### config.mk
export PLATFORM = sky130hd
export DESIGN_NAME = mem_port_arbiter
export DESIGN_NICKNAME = d
export VERILOG_FILES = /design/src/rtl/mem_port_arbiter.sv
export SDC_FILE = /design/constraint.sdc
export NUM_CORES = 1
export LEC_CHECK = 0
export ABC_AREA = 1
export BUFFER_PORTS_ARGS = -buffer_cell sky130_fd_sc_hd__clkbuf_2
export CORE_ASPECT_RATIO = 1.1
export CORE_MARGIN = 8
export CORE_UTILIZATION = 49
export DETAILED_ROUTE_END_ITERATION = 6
export GPL_TIMING_DRIVEN = 0
export PLACE_DENSITY = 0.95
export SLEW_MARGIN = 20
export SYNTH_ARGS = -nofsm -noshare
export SYNTH_HDL_FRONTEND = slang
export SYNTH_SLANG_ARGS = --single-unit
### constraint.sdc
create_clock -name clk -period 2.15 [get_ports clk]
set_clock_uncertainty 0.15 [all_clocks]
set_input_delay 0.3225 -clock clk [delete_from_list [all_inputs] [get_ports clk]]
set_output_delay 0.3225 -clock clk [all_outputs]
set_load 0.005 [all_outputs]
### src/rtl/mem_port_arbiter.sv
// mem_port_arbiter: shares one single-port memory between instruction fetch and
// the data (load/store) stage. Data has priority; an access in flight is never
// pre-empted. The memory handshake is registered and held until mem_ack.
// Optional feature macro: MEM_ARB_TIMEOUT_EN (abort an access that waits TIMEOUT
// cycles, return all-ones data and set the sticky mem_err flag).
module mem_port_arbiter #(
  parameter int unsigned ADDR_W  = 32,
  parameter int unsigned DATA_W  = 32,
  parameter int unsigned TIMEOUT = 255
) (
  input  logic              clk,
  input  logic              rst,
  // Fetch port
  input  logic              i_req,
  input  logic [ADDR_W-1:0] i_addr,
  output logic              i_done,
  output logic [DATA_W-1:0] i_rdata,
  // Data port
  input  logic              d_req,
  input  logic              d_we,
  input  logic [ADDR_W-1:0] d_addr,
  input  logic [DATA_W-1:0] d_wdata,
  output logic              d_done,
  output logic [DATA_W-1:0] d_rdata,
  // Memory side
  output logic              mem_req,
  output logic              mem_we,
  output logic [ADDR_W-1:0] mem_addr,
  output logic [DATA_W-1:0] mem_wdata,
  input  logic              mem_ack,
  input  logic [DATA_W-1:0] mem_rdata,
  // Pipeline stalls and status
  output logic              stall_f,
  output logic              stall_m,
  output logic              mem_err
);

  typedef enum logic [1:0] {
    StIdle  = 2'd0,
    StData  = 2'd1,
    StInstr = 2'd2
  } state_e;

  state_e              state_q, state_d;
  logic                mem_req_q, mem_req_d;
  logic                mem_we_q, mem_we_d;
  logic [ADDR_W-1:0]   mem_addr_q, mem_addr_d;
  logic [DATA_W-1:0]   mem_wdata_q, mem_wdata_d;
  logic                i_done_q, i_done_d;
  logic                d_done_q, d_done_d;
  logic [DATA_W-1:0]   i_rdata_q, i_rdata_d;
  logic [DATA_W-1:0]   d_rdata_q, d_rdata_d;

  logic                d_elig;
  logic                i_elig;
  logic                timeout_hit;

  // A port whose done is high this cycle is still holding its old request;
  // masking it prevents issuing the same access twice.
  assign d_elig = d_req & ~d_done_q;
  assign i_elig = i_req & ~i_done_q;

`ifdef MEM_ARB_TIMEOUT_EN
  localparam int unsigned CntRawW = $clog2(TIMEOUT + 1);
  localparam int unsigned CntW    = (CntRawW < 8) ? 8 : CntRawW;

  logic [CntW-1:0] cnt_q, cnt_d;
  logic            mem_err_q, mem_err_d;

  // Abort on the TIMEOUT-th wait cycle that still has no acknowledge.
  assign timeout_hit = (state_q != StIdle) && !mem_ack && (cnt_q == CntW'(TIMEOUT - 1));

  // Wait-cycle counter: held at zero in idle so every access starts from zero.
  always_comb begin
    cnt_d     = cnt_q;
    mem_err_d = mem_err_q | timeout_hit;
    if (state_q == StIdle) begin
      cnt_d = '0;
    end else if (cnt_q != CntW'(TIMEOUT)) begin
      cnt_d = cnt_q + 1'b1;
    end
  end

  // Counter and sticky error flag registers.
  always_ff @(posedge clk) begin
    if (rst) begin
      cnt_q     <= '0;
      mem_err_q <= 1'b0;
    end else begin
      cnt_q     <= cnt_d;
      mem_err_q <= mem_err_d;
    end
  end

  assign mem_err = mem_err_q;
`else
  // Without the timeout feature the FSM waits for mem_ack indefinitely.
  logic unused_timeout_cfg;
  assign unused_timeout_cfg = ^TIMEOUT;
  assign timeout_hit        = 1'b0;
  assign mem_err            = 1'b0;
`endif

  // Next-state and registered-output logic of the arbitration FSM.
  always_comb begin
    state_d     = state_q;
    mem_req_d   = mem_req_q;
    mem_we_d    = mem_we_q;
    mem_addr_d  = mem_addr_q;
    mem_wdata_d = mem_wdata_q;
    i_rdata_d   = i_rdata_q;
    d_rdata_d   = d_rdata_q;
    i_done_d    = 1'b0;
    d_done_d    = 1'b0;

    unique case (state_q)
      StIdle: begin
        // mem_ack arriving here belongs to no access and is ignored.
        if (d_elig) begin
          state_d     = StData;
          mem_req_d   = 1'b1;
          mem_we_d    = d_we;
          mem_addr_d  = d_addr;
          mem_wdata_d = d_wdata;
        end else if (i_elig) begin
          state_d     = StInstr;
          mem_req_d   = 1'b1;
          mem_we_d    = 1'b0;
          mem_addr_d  = i_addr;
          mem_wdata_d = '0;
        end
      end

      StData: begin
        if (mem_ack) begin
          state_d   = StIdle;
          mem_req_d = 1'b0;
          d_done_d  = 1'b1;
          // Stores complete without touching the last load result.
          if (!mem_we_q) begin
            d_rdata_d = mem_rdata;
          end
        end else if (timeout_hit) begin
          state_d   = StIdle;
          mem_req_d = 1'b0;
          d_done_d  = 1'b1;
          d_rdata_d = '1;
        end
      end

      StInstr: begin
        if (mem_ack) begin
          state_d   = StIdle;
          mem_req_d = 1'b0;
          i_done_d  = 1'b1;
          i_rdata_d = mem_rdata;
        end else if (timeout_hit) begin
          state_d   = StIdle;
          mem_req_d = 1'b0;
          i_done_d  = 1'b1;
          i_rdata_d = '1;
        end
      end

      default: begin
        state_d   = StIdle;
        mem_req_d = 1'b0;
      end
    endcase
  end

  // State and registered outputs; reset aborts any access in flight.
  always_ff @(posedge clk) begin
    if (rst) begin
      state_q     <= StIdle;
      mem_req_q   <= 1'b0;
      mem_we_q    <= 1'b0;
      mem_addr_q  <= '0;
      mem_wdata_q <= '0;
      i_done_q    <= 1'b0;
      d_done_q    <= 1'b0;
      i_rdata_q   <= '0;
      d_rdata_q   <= '0;
    end else begin
      state_q     <= state_d;
      mem_req_q   <= mem_req_d;
      mem_we_q    <= mem_we_d;
      mem_addr_q  <= mem_addr_d;
      mem_wdata_q <= mem_wdata_d;
      i_done_q    <= i_done_d;
      d_done_q    <= d_done_d;
      i_rdata_q   <= i_rdata_d;
      d_rdata_q   <= d_rdata_d;
    end
  end

  assign mem_req   = mem_req_q;
  assign mem_we    = mem_we_q;
  assign mem_addr  = mem_addr_q;
  assign mem_wdata = mem_wdata_q;
  assign i_done    = i_done_q;
  assign d_done    = d_done_q;
  assign i_rdata   = i_rdata_q;
  assign d_rdata   = d_rdata_q;

  // Stalls are combinational so the pipeline freezes in the request cycle itself.
  assign stall_m = d_req & ~d_done_q;
  assign stall_f = (i_req & ~i_done_q) | stall_m;

endmodule

==> results of run 1 <==
## layer usage
| layer | global-route usage | vias to the layer above |
|---|---|---|
| li1 | - | 2875 |
| met1 | 0.262 | 2689 |
| met2 | 0.468 | 331 |
| met3 | 0.0938 | 75 |
| met4 | 0.178 | 0 |
| met5 | 0 | - |
## state kept, by name, summed over array words and instances (netlist names)
register   count
d_rdata       32
i_rdata       32
mem_addr      32
mem_wdata     32
state_q        2
d_done         1
i_done         1
mem_req        1
mem_we         1
## path summary, 6_finish.rpt
kind              slack (ps)             to          start  cells after the start
setup / recovery         160        stall_m         d_done                      5
setup reg to reg         280    d_rdata[22]     state_q[1]                      8
hold reg to reg          310  mem_wdata[28]  mem_wdata[28]                      2
hold / removal            20     d_rdata[6]   mem_rdata[6]                      3
## power by group through the flow
stage          sequential (mW)  combinational (mW)  clock [mW]
2_1_floorplan             2.90               0.616           0
3_3_place_gp              2.87                1.16           0
3_5_place_dp              2.88                1.19           0
4_1_cts                   2.83                1.24        3.00
5_1_grt                   2.87                1.39        3.12
6_report                  2.84                1.26        2.98
## cell usage after synthesis, types with 2 or more instances
master / n / area [um^2]
a21oi_1: 68 / 340
buf_2: 13 / 65.1
buf_4: 2 / 15.0
buf_6: 6 / 67.6
clkbuf_1: 28 / 105
dfxtp_1: 134 / 2680
ha_1: 3 / 37.5
inv_1: 9 / 33.8
nand2_1: 171 / 642
nand2_4: 2 / 22.5
nand3_1: 2 / 10.0
nor2_1: 162 / 608
o21ai_0: 68 / 340
o21ai_1: 28 / 140
## cells by family (layout without fill, tap and decap cells)
family	count (synthesis)	after routing	synth area share
DFF	134	134	0.521
adders and majority gates	3	3	0.00729
AOI/OAI and AO/OA	164	164	0.159
other	1	1	0.000728
and+or+nand+nor	341	341	0.255
buffers and inverters	60	385	0.0573
## final cells by class
| cell class | instances | area (um^2) | area share |
|---|---|---|---|
| inverters | 10 | 37.5 | 0.00498 |
| multi-input cells | 509 | 2170 | 0.288 |
| plain buffers | 50 | 258 | 0.0342 |
| well taps | 143 | 179 | 0.0237 |
| clock buffers | 19 | 443 | 0.0587 |
| flip-flops and latches | 134 | 2680 | 0.356 |
| repair buffers | 293 | 1600 | 0.212 |
| clock inverters | 13 | 170 | 0.0226 |
## critical path, delay by kind of cell (launching register included)
family                 cells  cell delay, ps
buffers and inverters      4             660
DFF                        1             320
and+or+nand+nor            1             120
## stage by stage
step	power (mW)	utilization
3_5_place_dp	4.07	0.648
2_1_floorplan	3.51	-
6_report	7.08	0.732
4_1_cts	7.07	0.732
3_3_place_gp	4.03	0.648
5_1_grt	7.38	0.732
==> impl_metrics.csv, run 1 <==
group,metric,value,unit
synthesis,avgSynthCellArea,7.33,um^2
timing,setup_viol,0,
clock_network,cts_max_level,4,
final_layout,num_antenna_cells,0,
synthesis,ys.flop_type,"dfxtp_1",
clock_network,holdBufCountCts,26,
route,drcViolationCount,0,
power,switching_share,0.276,
floorplanning,die_width,114,um
route,drtPass1Iterations,6,
synthesis,synth_cell_types,21,
clock_network,cts.sinks,134,
power,p_sw,1.95,mW
critical_path,path_cells,"inv_1 > nand2_4 > inv_2 > buf_2 > clkbuf_2",
route,ant_nets,0,
synthesis,syn_nets,840,
timing,timing.final.hold_violations,0,
place,hpwl,13600,um
timing,worst-slew-pin-transition,530,ps
power,p_seq_frac,0.401,
final_layout,areaGrowthSynthToFinish,46.4,%
route,wl_met2,9740,um
route,drt_iter0_drc,449,
critical_path,crit_slowest_cell,"dfxtp_1",
min_path,hp-class,"input pin to register",
synthesis,syn_inst,703,
final_layout,final_cell_mix,"clkbuf_2, nand2_1, nor2_1",
global_route,antenna_found_initial,0,
power,p_comb_frac,0.178,
timing,layout_setup_ws,162,ps
clock_network,cts_setup_buffers,0,
synthesis,ys_seq_area_frac,0.521,
clock_network,clkSlewWorstSetupHoldPaths,60,ps
clock_network,cts_tree,"built",
global_route,grt_pass1_vias,6016,
clock_network,clockRootBuffer,"clkbuf_16",
clock_network,cts_buffers,17,
floorplanning,rows,39,
place,port_buffers,267,
critical_path,cp.required,1680,ps
power,max-vdd-ir-drop,0.667,mV
power,p_leak,3.79,nW
final_layout,fin_area,7540,um^2
route,via_per_inst,5.10,
route,dr_total_vias,5970,
place,place.gp.congestion,0.908,
timing,hold_ws,15.9,ps
synthesis,async_flop_share,0,
clock_network,post_cts_resized,0,
timing,fmax,503,MHz
power,power.density,939,nW/um^2
power,p_clk_frac,0.421,
global_route,grt_max_degree,17,
final_layout,final_cells,1171,
route,routedWlPerCell,16.5,um
critical_path,worstSetupStartpointType,"register",
critical_path,critPathMaxStageDelay,320,ps
timing,slew_headroom,0.647,
synthesis,netlist_area,5150,um^2
timing,maxSlewViolCount,0,
synthesis,synth_edf_count,0,
synthesis,synth_seq_cells,134,
route,wl_met1,6900,um
critical_path,path_class,"register to primary output",
route,drt-total-wl,19300,um
final_layout,final_common_cell,"clkbuf_2",
clock_network,clk_latency,400,ps
power,internal_power,5.13,mW
global_route,grt_overflow,0,
critical_path,end_kind,"primary output",
run,maxCapViolCount,0,
final_layout,drive_gt1_frac,0.317,
global_route,track_usage,0.266,
place,placed_area,6670,um^2
floorplanning,start_util,0.500,
outcome,outcome,"finished clean",
critical_path,path_max_fanout,10,
place,dp.cells,1113,
floorplanning,coreArea,10300,um^2
timing,fin_crit,1990,ps
floorplanning,die_h,124,um
route,dr_wl_met3,1800,um
synthesis,yosysWarnings,0,
final_layout,nNetsFinal,1152,
floorplanning,die_area,14100,um^2
critical_path,critPathArrivalTime,1520,ps
timing,timing.final.crit_share,0.925,
route,routed.top_layer,"met4",
clock_network,cts_buffer_depth,2,
timing,grt_setup_unrepaired,"no",
place,dp_slack,319,ps
global_route,grt_pass1_wl,29300,um
floorplanning,io_pins,269,
timing,setup_tns,0,ps
final_layout,nFillCells,747,
(Power assumes the default switching activity.)
==> run 2: changes to the inputs <==
--- a/config.mk
+++ b/config.mk
@@ -5,11 +5,11 @@
 export SDC_FILE = /design/constraint.sdc
 export NUM_CORES = 1
 export LEC_CHECK = 0
-export ABC_AREA = 1
+export ABC_AREA = 0
 export BUFFER_PORTS_ARGS = -buffer_cell sky130_fd_sc_hd__clkbuf_2
 export CORE_ASPECT_RATIO = 1.1
 export CORE_MARGIN = 8
-export CORE_UTILIZATION = 49
+export CORE_UTILIZATION = 48
 export DETAILED_ROUTE_END_ITERATION = 6
 export GPL_TIMING_DRIVEN = 0
 export PLACE_DENSITY = 0.95
==> impl_metrics.csv, run 2 <==
group,metric,value,unit
critical_path,path_max_fanout,10,
clock_network,post_cts_resized,0,
critical_path,end_kind,"primary output",
synthesis,ys.flop_type,"dfxtp_1",
timing,setup_viol,0,
run,maxCapViolCount,0,
critical_path,regToRegStartpoint,"state_q[0]",
critical_path,path_class,"register to primary output",
global_route,track_usage,0.277,
clock_network,clk_latency,410,ps
synthesis,synth_edf_count,0,
timing,maxSlewViolCount,0,
clock_network,clkSlewWorstSetupHoldPaths,50,ps
critical_path,crit_slowest_cell,"dfxtp_1",
synthesis,ys_seq_area_frac,0.534,
final_layout,multiInputGateArea,1950,um^2
clock_network,cts_tree,"built",
synthesis,synth_area_leaders,"dfxtp_1, nand2_1, a21oi_1, a32o_1, mux2i_1",
timing,slew_headroom,0.621,
synthesis,syn_inst,535,
final_layout,areaGrowthSynthToFinish,54.2,%
timing,grt_setup_unrepaired,"no",
synthesis,avgSynthCellArea,9.38,um^2
critical_path,cp.required,1680,ps
final_layout,final_cell_mix,"clkbuf_2, dfxtp_1, nand2_1",
final_layout,nFillCells,673,
clock_network,cts_buffers,17,
global_route,grt_pass1_wl,30300,um
place,place.gp.congestion,0.881,
synthesis,async_flop_share,0,
critical_path,path_cells,"nand2b_4 > buf_8 > buf_2 > nand2_1 > clkbuf_2",
timing,setup_tns,0,ps
critical_path,critPathArrivalTime,1580,ps
power,power.density,883,nW/um^2
synthesis,synth_compound_area_frac,0.198,
power,finalPower,6.84,mW
outcome,outcome,"finished clean",
timing,fmax,488,MHz
synthesis,synthXorXnorAreaFrac,0,
synthesis,synth_cell_types,34,
floorplanning,die_h,123,um
route,drt_iter0_drc,413,
min_path,holdPathStages,3,
place,port_buffers,267,
clock_network,cts_setup_buffers,0,
route,dr_total_vias,5501,
route,drtPass1Iterations,6,
route,via_per_inst,5.29,
floorplanning,coreArea,10300,um^2
critical_path,reg2reg_slack,250,ps
floorplanning,die_width,114,um
min_path,min_to,"d_rdata[8]",
floorplanning,start_util,0.488,
synthesis,synth_mux_area_frac,0.0638,
route,ant_nets,0,
place,hpwl,13000,um
timing,timing.final.hold_violations,0,
critical_path,critPathMaxStageDelay,350,ps
floorplanning,die_area,14000,um^2
final_layout,seq_area,2680,um^2
floorplanning,io_pins,269,
route,routedWlPerCell,18.7,um
synthesis,syn_nets,672,
clock_network,cts_max_level,4,
critical_path,r2r-end,"mem_wdata[19]",
synthesis,synth_commonest_cells,"dfxtp_1, nand2_1, a21oi_1, inv_1, a32o_1",
min_path,hp-class,"input pin to register",
clock_network,clockRootBuffer,"clkbuf_16",
synthesis,synth-simple-area-share,0.119,
final_layout,final_common_cell,"clkbuf_2",
synthesis,netlist_area,5020,um^2
global_route,grt_pass1_vias,5758,
clock_network,cts.sinks,134,
timing,fin_crit,2050,ps
clock_network,cts_buffer_depth,2,
synthesis,yosysWarnings,0,
timing,worst-slew-pin-transition,568,ps
final_layout,drive_gt1_frac,0.368,
min_path,holdCritStartpoint,"mem_rdata[8]",
timing,timing.final.crit_share,0.953,
final_layout,nNetsFinal,1019,
power,max-vdd-ir-drop,0.544,mV
critical_path,rr_worst_depth,7,
synthesis,synth_top_family_by_area,"compound AO/OA/AOI/OAI gates",
synthesis,yosysMostFrequentCell,"dfxtp_1",
final_layout,final_core_util,0.752,
global_route,grt_max_degree,17,
critical_path,worstSetupStartpointType,"register",
global_route,grt_overflow,0,
synthesis,synth-adder-area-share,0.00748,
synthesis,yosysTopAreaCell,"dfxtp_1",
synthesis,synth_seq_cells,134,
route,drcViolationCount,0,
route,drt-total-wl,19400,um
synthesis,synthDominantCellAreaShare,0.534,
floorplanning,rows,39,
global_route,antenna_found_initial,0,
power,p_leak,3.56,nW
[run 2: per-stage QoR]
step                      cell area (um^2)  instances  setup WS [ps]  hold slack, ps
final                                 7740       1039            101            22.5
after detailed placement              6540        945            296             297
after global placement                6540        945            337             291
after global routing                  7740       1037           18.0            23.4
after floorplan                       5020        535            435             298
after CTS                             7740       1037            108            8.52
[run 2: cells by family after synthesis]
kind of cell	count (synthesis)
and+or+nand+nor	146
AOI/OAI and AO/OA	137
adders and majority gates	3
DFF	134
buffers and inverters	82
muxes	32
other	1
[run 2: worst max-delay path, delay by kind of cell (launching register included)]
family                 cells  cell delay, ps
flip-flops                 1             350
AND/OR/NAND/NOR            2             250
buffers and inverters      3             580
[run 2: repair_timing]
action	CTS	global route
setup endpoints to repair	0	0
hold endpoints to repair	79	0
hold buffers	61	0
[run 2: metal layers]
metal | up-vias | track usage | share of wire
met5 | - | 0 | 0
met4 | 0 | 0.133 | 0.032
met3 | 57 | 0.0953 | 0.089
met2 | 291 | 0.503 | 0.52
met1 | 2588 | 0.280 | 0.36
li1 | 2565 | - | -
[run 2: how the worst max path moves through the flow]
stage                    start             to  slack [ps]  depth (start not counted)
floorplan           state_q[0]  mem_wdata[10]         430                          7
global placement    state_q[0]  mem_wdata[13]         340                          7
detailed placement  state_q[0]  mem_wdata[19]         300                          7
CTS                     d_done        stall_f         110                          5
global route            d_done        stall_f          20                          5
finish                  d_done        stall_f         100                          5
[run 2: area by class of cell]
class,count,share of cell area
antenna,2,0.000646
buffer,46,0.0317
clock buffer,23,0.0604
clock inverter,8,0.0160
inverter,36,0.0178
multi-input combinational,319,0.252
sequential,134,0.346
tap,143,0.0231
timing repair buffer,328,0.251
[run 2: power by group]
group / switching, mW / internal, mW / total, mW
logic: 0.606 / 0.523 / 1.13
registers: 0.114 / 2.68 / 2.79
clock network: 1.04 / 1.88 / 2.92
total: 1.76 / 5.08 / 6.84
